File: config.mk
export PLATFORM = sky130hd
export DESIGN_NAME = dbgu_cmd_engine
export DESIGN_NICKNAME = d
export VERILOG_FILES = /design/src/rtl/dbgu_cmd_engine.sv
export SDC_FILE = /design/constraint.sdc
export NUM_CORES = 1
export LEC_CHECK = 0
export BUFFER_PORTS_ARGS = -buffer_cell sky130_fd_sc_hd__buf_2
export CORE_MARGIN = 2
export CORE_UTILIZATION = 25
export CTS_BUF_LIST = sky130_fd_sc_hd__clkbuf_16
export CTS_CLUSTER_SIZE = 40
export DETAILED_ROUTE_END_ITERATION = 7
export PLACE_DENSITY = 0.53
export SKIP_LAST_GASP = 1
export SLEW_MARGIN = 20
export SYNTH_ARGS = -nofsm -noshare
export SYNTH_HDL_FRONTEND = slang
export SYNTH_SLANG_ARGS = --single-unit
File: constraint.sdc
create_clock -name clk -period 2.6 [get_ports clk]
set_input_delay 0.39 -clock clk [delete_from_list [all_inputs] [get_ports clk]]
set_output_delay 0.39 -clock clk [all_outputs]
set_load 0.02 [all_outputs]
File: src/rtl/dbgu_cmd_engine.sv
// Debug-unit command engine: parses host bytes from the UART into pointer/memory/CPU-reset ops.
// Optional DBGU_ACK_EN: send 0x06 after each completed non-read command, 0x15 for unknown opcodes.
module dbgu_cmd_engine #(
    parameter int unsigned TIMEOUT_CYCLES = 100000,
    parameter int unsigned ADDR_INC       = 4
) (
    input  logic        clk,
    input  logic        n_reset,
    input  logic        rx_valid,
    input  logic [7:0]  rx_data,
    output logic        tx_valid,
    output logic [7:0]  tx_data,
    input  logic        tx_ready,
    output logic        dbg_mem_op,
    output logic [31:0] dbg_adr,
    output logic [31:0] dbg_do,
    output logic [3:0]  dbg_wren,
    input  logic [31:0] dbg_di,
    input  logic        dbg_ready,
    output logic        cpu_n_reset,
    output logic        busy
);

    localparam int unsigned AW = 32;
    localparam int unsigned BW = 8;

    localparam logic [BW-1:0] OP_SET_ADDR = 8'h01;
    localparam logic [BW-1:0] OP_CPU_RST  = 8'h02;
    localparam logic [BW-1:0] OP_CPU_RUN  = 8'h03;
    localparam logic [BW-1:0] OP_WRITE    = 8'h04;
    localparam logic [BW-1:0] OP_READ     = 8'h05;

    typedef enum logic [2:0] {
        S_IDLE,
        S_ARG,
        S_MEM_WR,
        S_MEM_RD,
        S_TX,
        S_ACK
    } state_t;

`ifdef DBGU_ACK_EN
    localparam state_t DONE_ST = S_ACK;
`else
    localparam state_t DONE_ST = S_IDLE;
`endif

    state_t          state;
    state_t          state_nx;
    logic            arg_write;
    logic [1:0]      byte_cnt;
    logic [23:0]     arg_sh;
    logic [23:0]     rd_sh;
    logic [AW-1:0]   tmo_cnt;
    logic            tmo_hit;
    logic            tx_hs;

    assign tx_hs   = tx_valid & tx_ready;
    assign tmo_hit = (TIMEOUT_CYCLES != 0) && (tmo_cnt == AW'(TIMEOUT_CYCLES));

    always_ff @(posedge clk or negedge n_reset) begin
        if (!n_reset) state <= S_IDLE;
        else          state <= state_nx;
    end

    // Next-state decode
    always_comb begin
        state_nx = state;
        case (state)
            S_IDLE: begin
                if (rx_valid) begin
                    case (rx_data)
                        OP_SET_ADDR, OP_WRITE: state_nx = S_ARG;
                        OP_READ:               state_nx = S_MEM_RD;
                        default:               state_nx = DONE_ST;
                    endcase
                end
            end
            S_ARG: begin
                if (rx_valid) begin
                    if (byte_cnt == 2'd3) state_nx = arg_write ? S_MEM_WR : DONE_ST;
                end else if (tmo_hit) begin
                    state_nx = S_IDLE;
                end
            end
            S_MEM_WR: if (dbg_ready) state_nx = DONE_ST;
            S_MEM_RD: if (dbg_ready) state_nx = S_TX;
            S_TX:     if (tx_hs && byte_cnt == 2'd3) state_nx = S_IDLE;
`ifdef DBGU_ACK_EN
            S_ACK:    if (tx_hs) state_nx = S_IDLE;
`endif
            default:  state_nx = S_IDLE;
        endcase
    end

    // Datapath and registered outputs; memory-port controls follow the next state
    always_ff @(posedge clk or negedge n_reset) begin
        if (!n_reset) begin
            tx_valid    <= 1'b0;
            tx_data     <= '0;
            dbg_mem_op  <= 1'b0;
            dbg_adr     <= '0;
            dbg_do      <= '0;
            dbg_wren    <= '0;
            cpu_n_reset <= 1'b1;
            busy        <= 1'b0;
            arg_write   <= 1'b0;
            byte_cnt    <= '0;
            arg_sh      <= '0;
            rd_sh       <= '0;
            tmo_cnt     <= '0;
        end else begin
            dbg_mem_op <= (state_nx == S_MEM_WR) || (state_nx == S_MEM_RD);
            dbg_wren   <= (state_nx == S_MEM_WR) ? 4'hF : 4'h0;
            busy       <= (state_nx != S_IDLE);
            tmo_cnt    <= (state == S_ARG && !rx_valid) ? tmo_cnt + AW'(1) : '0;

            case (state)
                S_IDLE: begin
                    if (rx_valid) begin
                        byte_cnt  <= '0;
                        arg_write <= (rx_data == OP_WRITE);
                        if (rx_data == OP_CPU_RST) cpu_n_reset <= 1'b0;
                        if (rx_data == OP_CPU_RUN) cpu_n_reset <= 1'b1;
                    end
                end
                S_ARG: begin
                    if (rx_valid) begin
                        arg_sh   <= {rx_data, arg_sh[23:8]};
                        byte_cnt <= byte_cnt + 2'd1;
                        if (byte_cnt == 2'd3) begin
                            if (arg_write) dbg_do  <= {rx_data, arg_sh};
                            else           dbg_adr <= {rx_data, arg_sh};
                        end
                    end
                end
                S_MEM_WR: begin
                    if (dbg_ready) dbg_adr <= dbg_adr + AW'(ADDR_INC);
                end
                S_MEM_RD: begin
                    if (dbg_ready) begin
                        dbg_adr  <= dbg_adr + AW'(ADDR_INC);
                        rd_sh    <= dbg_di[31:8];
                        tx_valid <= 1'b1;
                        tx_data  <= dbg_di[7:0];
                        byte_cnt <= '0;
                    end
                end
                S_TX: begin
                    // tx_data only advances on a completed handshake
                    if (tx_hs) begin
                        if (byte_cnt == 2'd3) begin
                            tx_valid <= 1'b0;
                        end else begin
                            byte_cnt <= byte_cnt + 2'd1;
                            tx_data  <= rd_sh[7:0];
                            rd_sh    <= {8'h00, rd_sh[23:8]};
                        end
                    end
                end
                default: ;
            endcase

`ifdef DBGU_ACK_EN
            if (state != S_ACK && state_nx == S_ACK) begin
                tx_valid <= 1'b1;
                tx_data  <= (state == S_IDLE && !(rx_data inside {[OP_SET_ADDR:OP_READ]})) ? 8'h15 : 8'h06;
            end
            if (state == S_ACK && tx_hs) tx_valid <= 1'b0;
`endif
        end
    end

endmodule

# ---- Word-level counts from Yosys, hierarchy flattened
# Cells that the tools add are included.
dict set report classes {
  addsub 3
  n_eq_ne 22
  muxes 37
  n_bitwise 1
  n_reduce_logical 20
}
# operator n
set op_table {}
lappend op_table {{2-to-1 mux 32 bit} 5}
lappend op_table {{2-to-1 mux 24 bit} 3}
lappend op_table {{case mux 32 bit (2 select lines)} 1}
lappend op_table {{case mux 24 bit (2 select lines)} 1}
lappend op_table {{adder 32 x 1 -> 32 bit, second input constant} 1}
lappend op_table {{adder 32 x 3 -> 32 bit, second input constant} 1}
lappend op_table {{== test 32 x 17 -> 1 bit, second input constant} 1}
lappend op_table {{2-to-1 mux 8 bit} 3}
lappend op_table {{2-to-1 mux 3 bit} 7}
lappend op_table {{== test 8 x 2 -> 1 bit, second input constant} 2}
lappend op_table {{== test 8 x 3 -> 1 bit, second input constant} 2}
lappend op_table {{inequality test 2 bit, second input constant} 8}
lappend op_table {{case mux 8 bit (2 select lines)} 1}
lappend op_table {{case mux 3 bit (5 select lines)} 1}
lappend op_table {{== test 3 x 2 -> 1 bit, second input constant} 4}
lappend op_table {{2-to-1 mux 2 bit} 6}
lappend op_table {{AND reduction 4 bit} 3}
lappend op_table {{== test 8 x 1 -> 1 bit, second input constant} 1}
lappend op_table {{case mux 2 bit (4 select lines)} 1}
lappend op_table {{AND reduction 6 bit} 1}
lappend op_table {{nonzero test 2 bit} 3}
lappend op_table {{2-to-1 mux 1 bit} 5}
lappend op_table {{AND reduction 5 bit} 1}
lappend op_table {{2-to-1 mux 4 bit} 1}
lappend op_table {{other kinds (17)} 20}
dict set report word_totals {
  ff_bits 166
  inputBits 45
  elab_cells 97
}

# ---- Logic depth before layout (Yosys ltp)
dict set report depth {
  ltp_word 7
  depth_mapped 8
  mapped_depth_nobuf 7
}

# ---- Worst setup path before layout
# No wires, ideal clock.
dict set report synth_timing {
  path_type {register to register}
  startpoint {register dbg_adr[2]}
  endpoint {register dbg_adr[28]}
  t_arrival_ns 2.053
  slack_ns 0.480
  stages_incl_launch_ff 8
  path_buffers 1
  period_less_slack_ns 2.120
  path_cell_list {dfrtp_1 ha_1 and4_1 buf_2 nand3_1 or3_1 nor3_1 a311o_1}
}
dict set report synth_via {
  elab_chain_len 3
}
# element line_no
set synth_lines {}
lappend synth_lines {{start: declaration} 15} ;# output logic [31:0] dbg_adr,
lappend synth_lines {{start signal: assignment} 133} ;# else dbg_adr <= {rx_data, arg_sh};
lappend synth_lines {{start signal: assignment} 138} ;# if (dbg_ready) dbg_adr <= dbg_adr + AW'(ADDR_INC);
lappend synth_lines {{start signal: assignment} 142} ;# dbg_adr <= dbg_adr + AW'(ADDR_INC);
lappend synth_lines {{adder 32 x 3 -> 32 bit} {138, 142}}
lappend synth_lines {{2-to-1 mux 32 bit} {138, 141}}
lappend synth_lines {{case mux 32 bit (2 select lines)} 118} ;# case (state)
# Every way passes these cells. The select of a mux whose other input is x is not followed.
# A chain may end at the register's enable or synchronous reset.

# ---- Worst setup path in the final report
# Ends and elaborated chain as after synthesis.

==> results.yml <==
global_routing:
  antenna_found_initial: 1
  grt_first_pass_wirelength_mm: 33.5
  gr-total-overflow: 0
  grt-busiest-layer: "met2"
  use_met2: 0.205
  grt_max_degree: 60
  gr-usage-met1: 0.186
  track_usage: 0.135
  first_global_vias: 5820
  use_met3: 0.0386
clock_tree:
  clkLatencyLatePin_ns: 0.43
  htreeDepth: 4
  root_buffer: "clkbuf_16"
  cts_buffers: 17
  path_clk_slew_ns: 0.06
  cts_setup_buffers: 0
  clkSinkCount: 163
  clockBufferDepth: 2
  cts_tree: "yes"
setup_path:
  crit_path_start_kind: "flop"
  worst_ep_required_time_ns: 2.96
  cp-end-kind: "flop"
  r2r_setup_slack_ns: 0.50
  crit_fanout: 6
  timing.rr.start: "dbg_adr[2]"
  worstSetupPathType: "flop to flop"
  reg2reg_to: "dbg_adr[28]"
  reg2reg_depth: 6
  crit_arrival_ns: 2.46
min_path:
  min_path_type: "input pin to flop"
  worstHoldStart: "dbg_di[30]"
  worstHoldEndpoint: "rd_sh[22]"
  hold-path-cell-count: 2
cells_and_area:
  final_util: 0.314
  drive_gt1_frac: 0.289
  syn2layout_area_growth_pct: 23.0
  nNetsFinal: 885
timing:
  slew_violations: 0
  worstMarginPinSlew_ns: 0.696
  layout_min_cycle_time_ns: 2.10
  slew_headroom: 0.532
  clock.fmax_mhz: 476
  setup_viol: 0
  skew_ns: 0.0114
  hold_viol_final: 0
  period_share: 0.808
  finalSetupTns_ns: 0
  rsz0062_at_grt: "no"
die:
  coreArea_sq_um: 29900
  die_area_sq_um: 31900
  fp.dieW_microns: 179
  die_y_microns: 179
  fp-row-count: 63
  io_pins: 125
  initial_core_util: 0.256
logic_synthesis:
  ys_ff_latch: 163
  yosysWarningCount: 0
  synth_nets: 765
  postSynthAreaPerCell_sq_um: 10.7
  syn_area_sq_um: 7630
  synth_edf_count: 0
  synth_ff_type: "dfrtp_1"
  yosysUniqueCellTypes: 61
  synthArstFlopShare: 1.00
  netlist_instances: 716
  ys_seq_area_frac: 0.535
placed_design:
  io_buffers: 124
  gp_congestion: 0.800
  dp_hpwl_mm: 14.8
detailed_routing:
  avgViaCountPerCell: 4.78
  drc_errors: 0
  ant_nets: 0
  wl_mm: 20.8
  drt-initial-drc-count: 342
  dr.pass1.iters: 4
  vias: 5921
  wl_per_cell_microns: 16.8
power_and_ir_drop:
  p_leak_nw: 4.26
  irDropWorstVdd_uv: 455
  p_per_area_nw_per_um2: 778
job:
  cap_violations: 0
outcome:
  status: "finished clean"
==> sequential cells by signal, summed over array words and instances, names as in the netlist, 2 cells and up <==
register and flops:
arg_sh 24, byte_cnt 2, dbg_adr 32, dbg_do 32, rd_sh 24, state 3, tmo_cnt 32, tx_data 8
==> per-stage QoR <==
stage	setup WS (ns)	area, sq um	total power [mW]	hold WS, ns	std cells
after detailed placement	0.546	8780	4.81	0.420	1206
final	0.499	9390	7.30	0.195	1240
after global routing	0.332	9390	7.67	0.177	1240
after floorplan	0.480	7630	4.15	0.0944	716
after global placement	0.600	8780	4.80	0.419	1206
after CTS	0.518	9390	7.39	0.177	1239
==> report_power, final <==
group	total [mW]	switching [mW]	internal, mW
sequential	3.49	0.553	2.94
clock	2.55	1.11	1.44
combinational	1.26	0.695	0.562
total	7.30	2.36	4.94
==> worst max path at each step <==
| stage | from | end | cells after the start |
|---|---|---|---|
| 2_1_floorplan | dbg_adr[2] | dbg_adr[28] | 7 |
| 3_3_place_gp | dbg_adr[2] | dbg_adr[28] | 6 |
| 3_5_place_dp | dbg_adr[2] | dbg_adr[28] | 6 |
| 4_1_cts | dbg_adr[2] | dbg_adr[28] | 6 |
| 5_1_grt | dbg_adr[2] | dbg_adr[28] | 6 |
| 6_report | dbg_adr[2] | dbg_adr[28] | 6 |
==> final cells by class <==
class | count | area [sq um]
fill | 3078 | 20500
sequential | 163 | 4080
multi-input combinational | 502 | 3360
timing repair buffer | 144 | 830
tap | 390 | 488
clock buffer | 17 | 425
clock inverter | 15 | 168
inverter | 8 | 30.0
antenna | 1 | 2.50
==> cell families after synthesis <==
kind of cell	after synthesis	share of synthesized area
multiplexers	82	0.117
AO/OA/AOI/OAI	137	0.109
XOR/XNOR	28	0.0321
AND/OR/NAND/NOR	251	0.172
buffers and inverters	51	0.0292
adder cells (fa/ha/maj)	4	0.00656
flip-flops	163	0.535
==> Yosys cell counts, types with 5 or more instances <==
library cell / instances / area (sq um)
dfrtp_1: 162 / 4050
nand2_1: 69 / 259
mux2_2: 56 / 631
o21ai_0: 54 / 270
nor2_1: 48 / 180
a21oi_1: 33 / 165
nand3_1: 28 / 140
mux2i_1: 26 / 260
clkbuf_1: 22 / 82.6
nand4_1: 21 / 131
xor2_1: 20 / 175
nor4_1: 15 / 93.8
nor3_1: 13 / 65.1
and4_1: 12 / 105
buf_2: 10 / 50.1
o22ai_1: 9 / 56.3
or3_1: 9 / 56.3
a22o_1: 8 / 70.1
inv_1: 8 / 30.0
xnor2_1: 8 / 70.1
buf_1: 7 / 26.3
and3_1: 6 / 37.5
nor2b_1: 5 / 31.3
==> routing by layer <==
layer  vias up  wire, microns  share of wire
met5         -              0              0
li1       2846              -              -
met1      2920           9730           0.47
met3        19           1380          0.066
met2       136           9410           0.45
met4         0            330          0.016
==> placed cells by master, fill, tap and decap left out, types with 9 or more instances in the layout <==
master,count
clkbuf_16,17
xor2_1,20
nor2_1,48
o21ai_0,54
o22ai_1,9
buf_2,123
and4_1,12
dfrtp_1,162
nor4_1,15
nand4_1,21
nand3_1,27
mux2_2,56
buf_4,15
or3_1,9
nand2_1,69
nor3_1,13
a21oi_1,32
mux2i_1,26
==> critical path, stage by stage (launching register included) <==
cell,delay (ns)
dfrtp_1,0.44
ha_1,0.23
and4_1,0.29
nand3_1,0.16
or3_1,0.45
nor3_1,0.25
a311o_1,0.21
==> repair_timing <==
item                      in CTS  in global routing
hold endpoints to repair      56                  0
hold buffers                   1                  0
resized for setup              0                  0
(Power assumes the default switching activity.)
